--- src/rtl/run_monitor_pkg.sv ---
// Shared definitions for the run monitor: FSM states, readout indices and LEDR layout.
package run_monitor_pkg;

    typedef enum logic [1:0] {
        ST_IDLE    = 2'b00,
        ST_RUN     = 2'b01,
        ST_DONE    = 2'b10,
        ST_TIMEOUT = 2'b11
    } state_t;

    // Readout index map; event channels follow RD_EV_BASE contiguously.
    localparam int unsigned RD_CYCLES  = 0;
    localparam int unsigned RD_INSTR   = 1;
    localparam int unsigned RD_EV_BASE = 2;

    localparam int unsigned LED_W         = 10;
    localparam int unsigned LED_STATE_LSB = 0;
    localparam int unsigned LED_FINISHED  = 2;
    localparam int unsigned LED_TIMED_OUT = 3;
    localparam int unsigned LED_CYC_LSB   = 4;
    localparam int unsigned LED_CYC_W     = 6;

endpackage

--- src/rtl/run_monitor_sat_counter.sv ---
// Saturating up-counter with synchronous zero; holds at all-ones instead of wrapping.
module sat_counter #(
    parameter int unsigned CNT_W = 32
) (
    input  logic             clk,
    input  logic             rst_n,
    input  logic             zero,
    input  logic             en,
    input  logic             inc,
    output logic [CNT_W-1:0] count
);

    localparam logic [CNT_W-1:0] CNT_MAX = '1;

    always_ff @(posedge clk or negedge rst_n) begin
        if (!rst_n) begin
            count <= '0;
        end else if (zero) begin
            count <= '0;
        end else if (en && inc && (count != CNT_MAX)) begin
            count <= count + CNT_W'(1);
        end
    end

endmodule

--- src/rtl/run_monitor.sv ---
// Program-run performance monitor: counts cycles, retired instructions and events
// between a start pulse and a done edge (or timeout), with registered readout.
module run_monitor
    import run_monitor_pkg::*;
#(
    parameter int unsigned CNT_W   = 32,
    parameter int unsigned NUM_EV  = 4,
    parameter int unsigned TIMEOUT = 1000000,
    localparam int unsigned SEL_W  = $clog2(NUM_EV + 2)
) (
    input  logic              CLOCK_50,
    input  logic              rst,
    input  logic              start,
    input  logic              done,
    input  logic              instr_retire,
    input  logic [NUM_EV-1:0] ev,
    input  logic              clear,
    input  logic [SEL_W-1:0]  rd_sel,
    output logic [CNT_W-1:0]  rd_data,
    output logic              busy,
    output logic              finished,
    output logic              timed_out,
    output logic [LED_W-1:0]  LEDR
);

    localparam int unsigned     NUM_CNT   = NUM_EV + 2;
    localparam logic [63:0]     TIMEOUT_L = 64'(TIMEOUT);

    state_t               state;
    state_t               state_next;
    logic                 done_q;
    logic                 done_rise_c;
    logic                 timeout_hit_c;
    logic                 zero_c;
    logic                 run_c;
    logic [NUM_CNT-1:0]   inc_vec;
    logic [CNT_W-1:0]     cnt [NUM_CNT];
    logic [CNT_W-1:0]     rd_mux_c;
    logic [LED_CYC_W-1:0] led_cyc;

    // Resets high so a done level present through reset is not taken as an edge.
    always_ff @(posedge CLOCK_50 or negedge rst) begin
        if (!rst) begin
            done_q <= 1'b1;
        end else begin
            done_q <= done;
        end
    end

    assign done_rise_c   = done & ~done_q;
    // Fires on the edge where the cycle count would reach TIMEOUT.
    assign timeout_hit_c = (64'(cnt[RD_CYCLES]) + 64'd1) >= TIMEOUT_L;

    always_ff @(posedge CLOCK_50 or negedge rst) begin
        if (!rst) begin
            state <= ST_IDLE;
        end else begin
            state <= state_next;
        end
    end

    always_comb begin
        state_next = state;
        if (clear) begin
            state_next = ST_IDLE;
        end else begin
            case (state)
                ST_IDLE: begin
                    if (start) begin
                        state_next = ST_RUN;
                    end
                end
                ST_RUN: begin
                    if (done_rise_c) begin
                        state_next = ST_DONE;
                    end else if (timeout_hit_c) begin
                        state_next = ST_TIMEOUT;
                    end
                end
                default: state_next = state;
            endcase
        end
    end

    // Status flags track the state register one-for-one.
    always_ff @(posedge CLOCK_50 or negedge rst) begin
        if (!rst) begin
            busy      <= 1'b0;
            finished  <= 1'b0;
            timed_out <= 1'b0;
        end else begin
            busy      <= (state_next == ST_RUN);
            finished  <= (state_next == ST_DONE);
            timed_out <= (state_next == ST_TIMEOUT);
        end
    end

    assign zero_c = clear | ((state == ST_IDLE) & start);
    assign run_c  = (state == ST_RUN);

    always_comb begin
        inc_vec                      = '0;
        inc_vec[RD_CYCLES]           = 1'b1;
        inc_vec[RD_INSTR]            = instr_retire;
        inc_vec[RD_EV_BASE +: NUM_EV] = ev;
    end

    for (genvar i = 0; i < NUM_CNT; i++) begin : g_cnt
        sat_counter #(
            .CNT_W (CNT_W)
        ) u_cnt (
            .clk   (CLOCK_50),
            .rst_n (rst),
            .zero  (zero_c),
            .en    (run_c),
            .inc   (inc_vec[i]),
            .count (cnt[i])
        );
    end

    always_comb begin
        rd_mux_c = '0;
        for (int unsigned i = 0; i < NUM_CNT; i++) begin
            if (rd_sel == SEL_W'(i)) begin
                rd_mux_c = cnt[i];
            end
        end
    end

    always_ff @(posedge CLOCK_50 or negedge rst) begin
        if (!rst) begin
            rd_data <= '0;
        end else begin
            rd_data <= rd_mux_c;
        end
    end

    // Top six cycle-counter bits; narrow counters are left-aligned.
    if (CNT_W >= LED_CYC_W) begin : g_led_wide
        assign led_cyc = cnt[RD_CYCLES][CNT_W-1 -: LED_CYC_W];
    end else begin : g_led_narrow
        assign led_cyc = {cnt[RD_CYCLES], {(LED_CYC_W - CNT_W){1'b0}}};
    end

    always_comb begin
        LEDR                             = '0;
        LEDR[LED_STATE_LSB +: 2]         = state;
        LEDR[LED_FINISHED]               = finished;
        LEDR[LED_TIMED_OUT]              = timed_out;
        LEDR[LED_CYC_LSB +: LED_CYC_W]   = led_cyc;
    end

endmodule

--- config.mk ---
export PLATFORM = sky130hd
export DESIGN_NAME = run_monitor
export DESIGN_NICKNAME = d
export VERILOG_FILES = /design/src/rtl/run_monitor_pkg.sv /design/src/rtl/run_monitor_sat_counter.sv /design/src/rtl/run_monitor.sv
export SDC_FILE = /design/constraint.sdc
export NUM_CORES = 1
export LEC_CHECK = 0
export BUFFER_PORTS_ARGS = -buffer_cell sky130_fd_sc_hd__buf_2
export CORE_MARGIN = 4
export CORE_UTILIZATION = 50
export DETAILED_ROUTE_END_ITERATION = 8
export HOLD_SLACK_MARGIN = 0.12
export PLACE_DENSITY = 0.72
export SYNTH_ARGS = -nofsm -noshare
export SYNTH_HDL_FRONTEND = slang
export SYNTH_HIERARCHICAL = 1
export SYNTH_SLANG_ARGS = --single-unit
export TNS_END_PERCENT = 10
--- constraint.sdc ---
create_clock -name CLOCK_50 -period 6.8 [get_ports CLOCK_50]
set_input_delay 1.02 -clock CLOCK_50 [delete_from_list [all_inputs] [get_ports CLOCK_50]]
set_output_delay 1.02 -clock CLOCK_50 [all_outputs]
set_load 0.05 [all_outputs]
==> results of run 1 <==
==> per-layer routing <==
metal,share of wire (%),routed length [µm]
met1,45,17300
met2,46,17500
met3,6.5,2460
met4,2.4,903
met5,0,0
==> registers in the layout, indices dropped and copies added, names as in the netlist <==
name               cells
g_cnt.u_cnt/count    192
state                  2
done_q                 1
finished               1
busy                   1
timed_out              1
rd_data               32
==> power groups by stage <==
stage                     Sequential [mW]  Clock [mW]  Combinational, mW
after floorplan                      1.41           0             0.0825
after global placement               1.40           0              0.152
after detailed placement             1.40           0              0.153
after CTS                            1.38        1.45              0.153
after global routing                 1.38        1.51              0.168
final                                1.38        1.42              0.152
==> worst max-delay path, cell delays in order (launching register included) <==
cell     delay (ns)
dfrtp_1        0.47
nand4_1        0.28
nor4_2         0.95
a31oi_1        0.49
nand4_1        0.24
mux2_2         0.34
==> layout make-up <==
type                       instances  area, µm²
multi-input combinational       1145       7380
timing repair buffer              73        428
inverter                          45        169
fill                            2395      11800
clock buffer                      39        791
sequential                       230       5760
tap                              341        427
clock inverter                    10       78.8
==> through the flow <==
step | setup WS [ns] | utilization [%]
6_report | 3.90 | 56.1
3_5_place_dp | 3.88 | 52.8
4_1_cts | 3.96 | 56.1
3_3_place_gp | 3.91 | 52.8
2_1_floorplan | 4.22 | -
5_1_grt | 3.66 | 56.1
==> synthesized netlist by cell type (all sizes together) (7+ instances only) <==
master / instances
a2111oi: 13
a211oi: 14
a21oi: 120
a31oi: 14
and3: 19
and4: 20
buf: 26
clkbuf: 51
dfrtp: 229
inv: 45
mux2: 31
mux2i: 72
nand2: 104
nand2b: 7
nand3: 76
nand4: 62
nor2: 170
nor2b: 33
nor3: 14
nor4: 37
o21ai: 52
o221ai: 32
o31ai: 37
or3: 44
or4: 49
xnor2: 67
==> cell families after synthesis <==
logic type,count (synthesis),share of synthesized area (%)
and+or+nand+nor,651,25.7
adders and majority gates,6,0.553
muxes,103,7.91
other,1,0.0276
AOI/OAI and AO/OA,310,15.1
DFF,230,42.4
buffers and inverters,122,3.59
xor gates and xnor gates,73,4.71
==> worst max-delay path by stage <==
stage	startpoint	to	slack [ns]
finish	g_cnt[1].u_cnt/count[26]	g_cnt[1].u_cnt/count[3]	3.90
global route	g_cnt[1].u_cnt/count[20]	g_cnt[1].u_cnt/count[3]	3.66
CTS	state[0]	g_cnt[2].u_cnt/count[25]	3.96
detailed placement	rd_sel[0]	rd_data[18]	3.88
global placement	rd_sel[0]	rd_data[7]	3.91
floorplan	state[0]	g_cnt[0].u_cnt/count[25]	4.22
==> key figures, run 1 <==
Synth
  – Mean post-synth cell area: 9.07 µm²
  – Yosys top cell by area: dfrtp_1
  – Number of synthesized register bits: 230
  – Ys flop type: dfrtp_1
  – Sequential area share after synthesis: 42.4%
  – Post-synth EDFFs: 0
  – Ys Warns: 6
  – Cell count after synthesis: ~1.5k
  – Post-synth ARST share: 100%
  – Share of the synthesized area in the top cell type: a little over two fifths
  – Ranking of synthesized cells by area: dfrtp_1, mux2i_1, nor2_1, a21oi_1, xnor2_1
  – Synth cell types: 60
  – Post-Syn Area: about 14000 µm²

Clocking
  – TritonCTS Buffers: 27
  – CTS tree: done
  – Cts repair resizes: 0
  – H-tree depth: 1
  – Setup Fix Bufs, Post-CTS: 0
  – Clock sink total: 230
  – Clock root cell: clkbuf_16
  – CTS Hold Buffers Added: 0
  – Skew-Pair Late Insertion Delay: 0.55 ns
  – Clock buffer depth: 3
  – Clock-pin slew on the worst setup and hold paths: ~0.06 ns

Cells and area
  – Commonest non-fill, non-tap cell in the layout: dfrtp_1
  – Commonest non-fill, non-tap cells in the layout: dfrtp_1, nor2_1, a21oi_1
  – Fin area: around 15000 µm²
  – Post-synthesis to final-layout area growth: 10.8%
  – Nets: about 1.5k
  – Share of layout cells above drive strength 1: roughly an eighth
  – Antenna diodes: 0
  – Non-Filler Instances: approximately 1.9k

STA
  – Final setup violation count: 0
  – Rel. slew slack: 20.8%
  – Unrepaired setup endpoints after global routing: no
  – Fin crit share: around 43%
  – Fmax: 345 MHz
  – Clk_skew: 0.0257 ns
  – Max-slew violations: 0
  – Final min period: between 2 and 3 ns
  – Setup TNS: 0 ns
  – Worst Hold Margin: between 0.5 and 0.6 ns
  – Measured slew at the worst slew-check pin: 1.18 ns
  – Final hold violations: 0

Die
  – IO Pins: 58
  – Site row count: 60
  – Core footprint: about 27000 µm²
  – Die Height: around 170 µm
  – Initial Utilization: 50.6%
  – Die area: about 30000 µm²
  – Die Width: ~170 µm

Place
  – Area post-placement: ~14000 µm²
  – Dpl cells: roughly 1.8k
  – Placer Congestion: a little under 0.9
  – Input/output buffers: 57
  – Hpwl dp: 26100 µm

Route
  – Routed wire length: ~38000 µm
  – Detailed-route via count: approximately 12k
  – First-pass DRT Iterations: 5
  – WL/cell: about 20 µm
  – Final ANT Viol Nets: 0
  – DRC Markers: 0
  – Detailed Route Iter0 Violations: around 1.2k
  – Number of vias per cell: roughly 6.4

Pwr
  – Maximum vdd drop: 0.187 mV
  – Leak: 5.76 nW
  – Power, Total: about 2.9 mW
  – Internal power: about 2.2 mW
  – Clock power share: roughly 48%
  – Gate power share: approximately 5.2%
  – Reg power frac: between 40% and 50%
  – Sw frac: around a quarter
  – Power Density: around 200 nW/µm²
  – Switching Power: between 0.7 and 0.8 mW

GRT
  – M1 GR Usage: 36.6%
  – Vias in the first global route: about 11k
  – First-pass GRT wire length: approximately 62000 µm
  – GR met2 Demand/Resource: between 30% and 40%
  – Initial antenna violation count: 0
  – Total track usage: about a quarter
  – Pin count of the biggest net entering global routing: around 110
  – GR peak layer: met2
  – Total gr overflow: 0
  – GRT met3 Usage: 4.18%

Critical path
  – Worst EP arrival: 3.31 ns
  – Crit Reg-Reg Endpoint: g_cnt[1].u_cnt/count[3]
  – Flop-to-flop setup slack: about 4 ns
  – CP Launch Type: register
  – Worst Reg-to-Reg Cells: 5
  – Reg-to-reg startpoint: g_cnt[1].u_cnt/count[26]
  – CP required: 7.22 ns
  – Crit path max fanout: 12
  – Crit path kind: register to register
  – Crit end category: register

Run status
  – Status: completed

Min path
  – Worst hold path class: input pin to async pin

Job
  – Max_cap viols: 0
Power figures use the tool's default switching activity.
==> run 2, diff against run 1 <==
--- a/config.mk
+++ b/config.mk
@@ -10,7 +10,7 @@
 export CORE_UTILIZATION = 50
 export DETAILED_ROUTE_END_ITERATION = 8
 export HOLD_SLACK_MARGIN = 0.12
-export PLACE_DENSITY = 0.72
+export PLACE_DENSITY = 0.74
 export SYNTH_ARGS = -nofsm -noshare
 export SYNTH_HDL_FRONTEND = slang
 export SYNTH_HIERARCHICAL = 1
==> constraint.sdc (replaced) <==
create_clock -name CLOCK_50 -period 2.4 [get_ports CLOCK_50]
set_input_delay 0.36 -clock CLOCK_50 [delete_from_list [all_inputs] [get_ports CLOCK_50]]
set_output_delay 0.36 -clock CLOCK_50 [all_outputs]
set_load 0.05 [all_outputs]
==> run 2 against run 1 <==
Net effect: sequential cell count is the same; utilization grew 3.1 points; clock skew shrank 0.0011 ns; critical endpoint is now g_cnt[4].u_cnt/count[16].
==> key figures, run 2 (synthesis gave the netlist of run 1 again) <==
Cells and area
  – Fin area: 15900 µm²
  – Commonest non-fill, non-tap cell in the layout: dfrtp_1
  – Largest regs: g_cnt.u_cnt/count x192, rd_data x32, state x2
  – Nets: between 1.5k and 2k
  – Post-synthesis to final-layout area growth: 16.8%
  – Share of layout cells above drive strength 1: roughly 17%
  – Biggest register: g_cnt.u_cnt/count
  – # fillers: ~2.3k
  – Max FFs per register: 192
  – Non-Filler Instances: just under 2k
  – Commonest non-fill, non-tap cells in the layout: dfrtp_1, nor2_1, a21oi_1

Place
  – Area post-placement: about 15000 µm²
  – Dpl ws: between 0.07 and 0.08 ns
  – Dpl cells: roughly 1.9k
  – Input/output buffers: 57
  – Placer Congestion: 0.967
  – Hpwl dp: 27600 µm

Min path
  – Worst hold path class: input pin to register
  – Hold Path Stages: 4
  – Worst hold path endpoint: finished
  – Hold path start: start

STA
  – Rel. slew slack: a little under three fifths
  – Fin worst setup slack: approximately 0.08 ns
  – Fin crit share: ~97%
  – Final hold violations: 0
  – Worst Hold Margin: ~0.17 ns
  – Fmax: about 430 MHz
  – Clk_skew: around 0.025 ns
  – Max-slew violations: 0
  – Unrepaired setup endpoints after global routing: yes
  – Measured slew at the worst slew-check pin: a little over 0.6 ns
  – Final setup violation count: 0
  – Final min period: 2.32 ns

Critical path
  – Crit Reg-Reg Endpoint: g_cnt[4].u_cnt/count[16]
  – Crit path kind: register to register
  – Worst EP arrival: 2.75 ns
  – CP required: approximately 2.8 ns
  – Flop-to-flop setup slack: about 0.08 ns
  – CP Launch Type: register
  – Worst Reg-to-Reg Cells: 6
  – Reg-to-reg startpoint: g_cnt[4].u_cnt/count[0]
  – Crit path max fanout: 10
  – Crit end category: register

Clocking
  – Setup Fix Bufs, Post-CTS: 0
  – Clock buffer depth: 3
  – Clock-pin slew on the worst setup and hold paths: ~0.060 ns
  – H-tree depth: 1
  – Clock root cell: clkbuf_16
  – Clock sink total: between 200 and 250
  – TritonCTS Buffers: 27
  – Skew-Pair Late Insertion Delay: between 0.5 and 0.6 ns
  – CTS tree: done

Route
  – Number of vias per cell: around 6.3
  – WL/cell: a little under 20 µm
  – Routed wire length: 38700 µm
  – DRC Markers: 0
  – First-pass DRT Iterations: 6
  – Final ANT Viol Nets: 0
  – Detailed Route Iter0 Violations: between 1k and 1.5k
  – Detailed-route via count: roughly 12k

GRT
  – First-pass GRT wire length: roughly 63000 µm
  – Pin count of the biggest net entering global routing: 61
  – Total gr overflow: 0
  – Vias in the first global route: about 12k
  – Total track usage: approximately 25%
  – Initial antenna violation count: 0

Die
  – Die Width: 173 µm
  – Initial Utilization: between 50% and 60%
  – Core footprint: between 20000 and 30000 µm²
  – Die Height: approximately 170 µm
  – IO Pins: 58
  – Die area: approximately 30000 µm²
  – Site row count: 60

Pwr
  – Maximum vdd drop: around 0.47 mV
  – Leak: 6.23 nW
  – Power, Total: 8.75 mW
  – Power Density: 552 nW/µm²

Job
  – Max_cap viols: 0

Run status
  – Status: completed
run 2: cell types whose count changed in the layout (fill, tap and decap cells not counted), moves of 5 or more:
cell       change
buf_4         +68
a2111oi_0      -5
a2111oi_1      +5
buf_12         +8
run 2: what timing repair did:
item | CTS | global route
gates resized for setup | 0 | 12
endpoints found under the hold margin | 58 | 0
hold buffers | 3 | 0
setup endpoints to repair | 0 | 34
run 2: layout make-up:
| type | count | area [µm²] | area share (%) |
|---|---|---|---|
| diodes | 1 | 2.50 | 0.0158 |
| clock buffers | 36 | 779 | 4.92 |
| inverters | 45 | 169 | 1.07 |
| clock inverters | 10 | 156 | 0.986 |
| repair buffers | 152 | 1130 | 7.12 |
| flip-flops and latches | 230 | 5760 | 36.3 |
| well taps | 341 | 427 | 2.69 |
| multi-input cells | 1145 | 7430 | 46.9 |
run 2: per-layer routing:
layer / global-route usage [%] / routed length [µm] / share of wire [%]
met4: 7.45 / 1190 / 3.1
met5: 0 / 0 / 0
met3: 3.48 / 3000 / 7.8
met1: 37.4 / 17400 / 45
met2: 38.8 / 17100 / 44
run 2: power by group:
group | total (mW) | internal [mW] | switching [mW]
logic | 0.504 | 0.146 | 0.358
registers | 3.90 | 3.89 | 0.0108
clock network | 4.34 | 2.68 | 1.65
total | 8.75 | 6.72 | 2.02
run 2: how the worst max path moves through the flow:
stage / start / slack, ns / end
5_1_grt: g_cnt[1].u_cnt/count[0] / -0.03 / g_cnt[1].u_cnt/count[18]
3_3_place_gp: state[0] / 0.12 / g_cnt[5].u_cnt/count[25]
2_1_floorplan: g_cnt[0].u_cnt/count[29] / 0.01 / g_cnt[0].u_cnt/count[3]
4_1_cts: state[0] / 0.04 / g_cnt[0].u_cnt/count[25]
6_report: g_cnt[4].u_cnt/count[0] / 0.08 / g_cnt[4].u_cnt/count[16]
3_5_place_dp: state[0] / 0.07 / g_cnt[5].u_cnt/count[25]
run 2: metrics by stage:
step | utilization [%] | setup TNS (ns)
floorplan | - | 0
global placement | 55.4 | 0
detailed placement | 55.4 | 0
CTS | 59.0 | 0
global route | 59.2 | -0.0998
finish | 59.2 | 0
run 2: critical path: stages (launching register included):
cell and delay [ns]:
dfrtp_1 0.44, ha_1 0.25, and4_1 0.52, nand4_1 0.29
a2111oi_0 0.47, xnor2_1 0.18, nor2_1 0.05
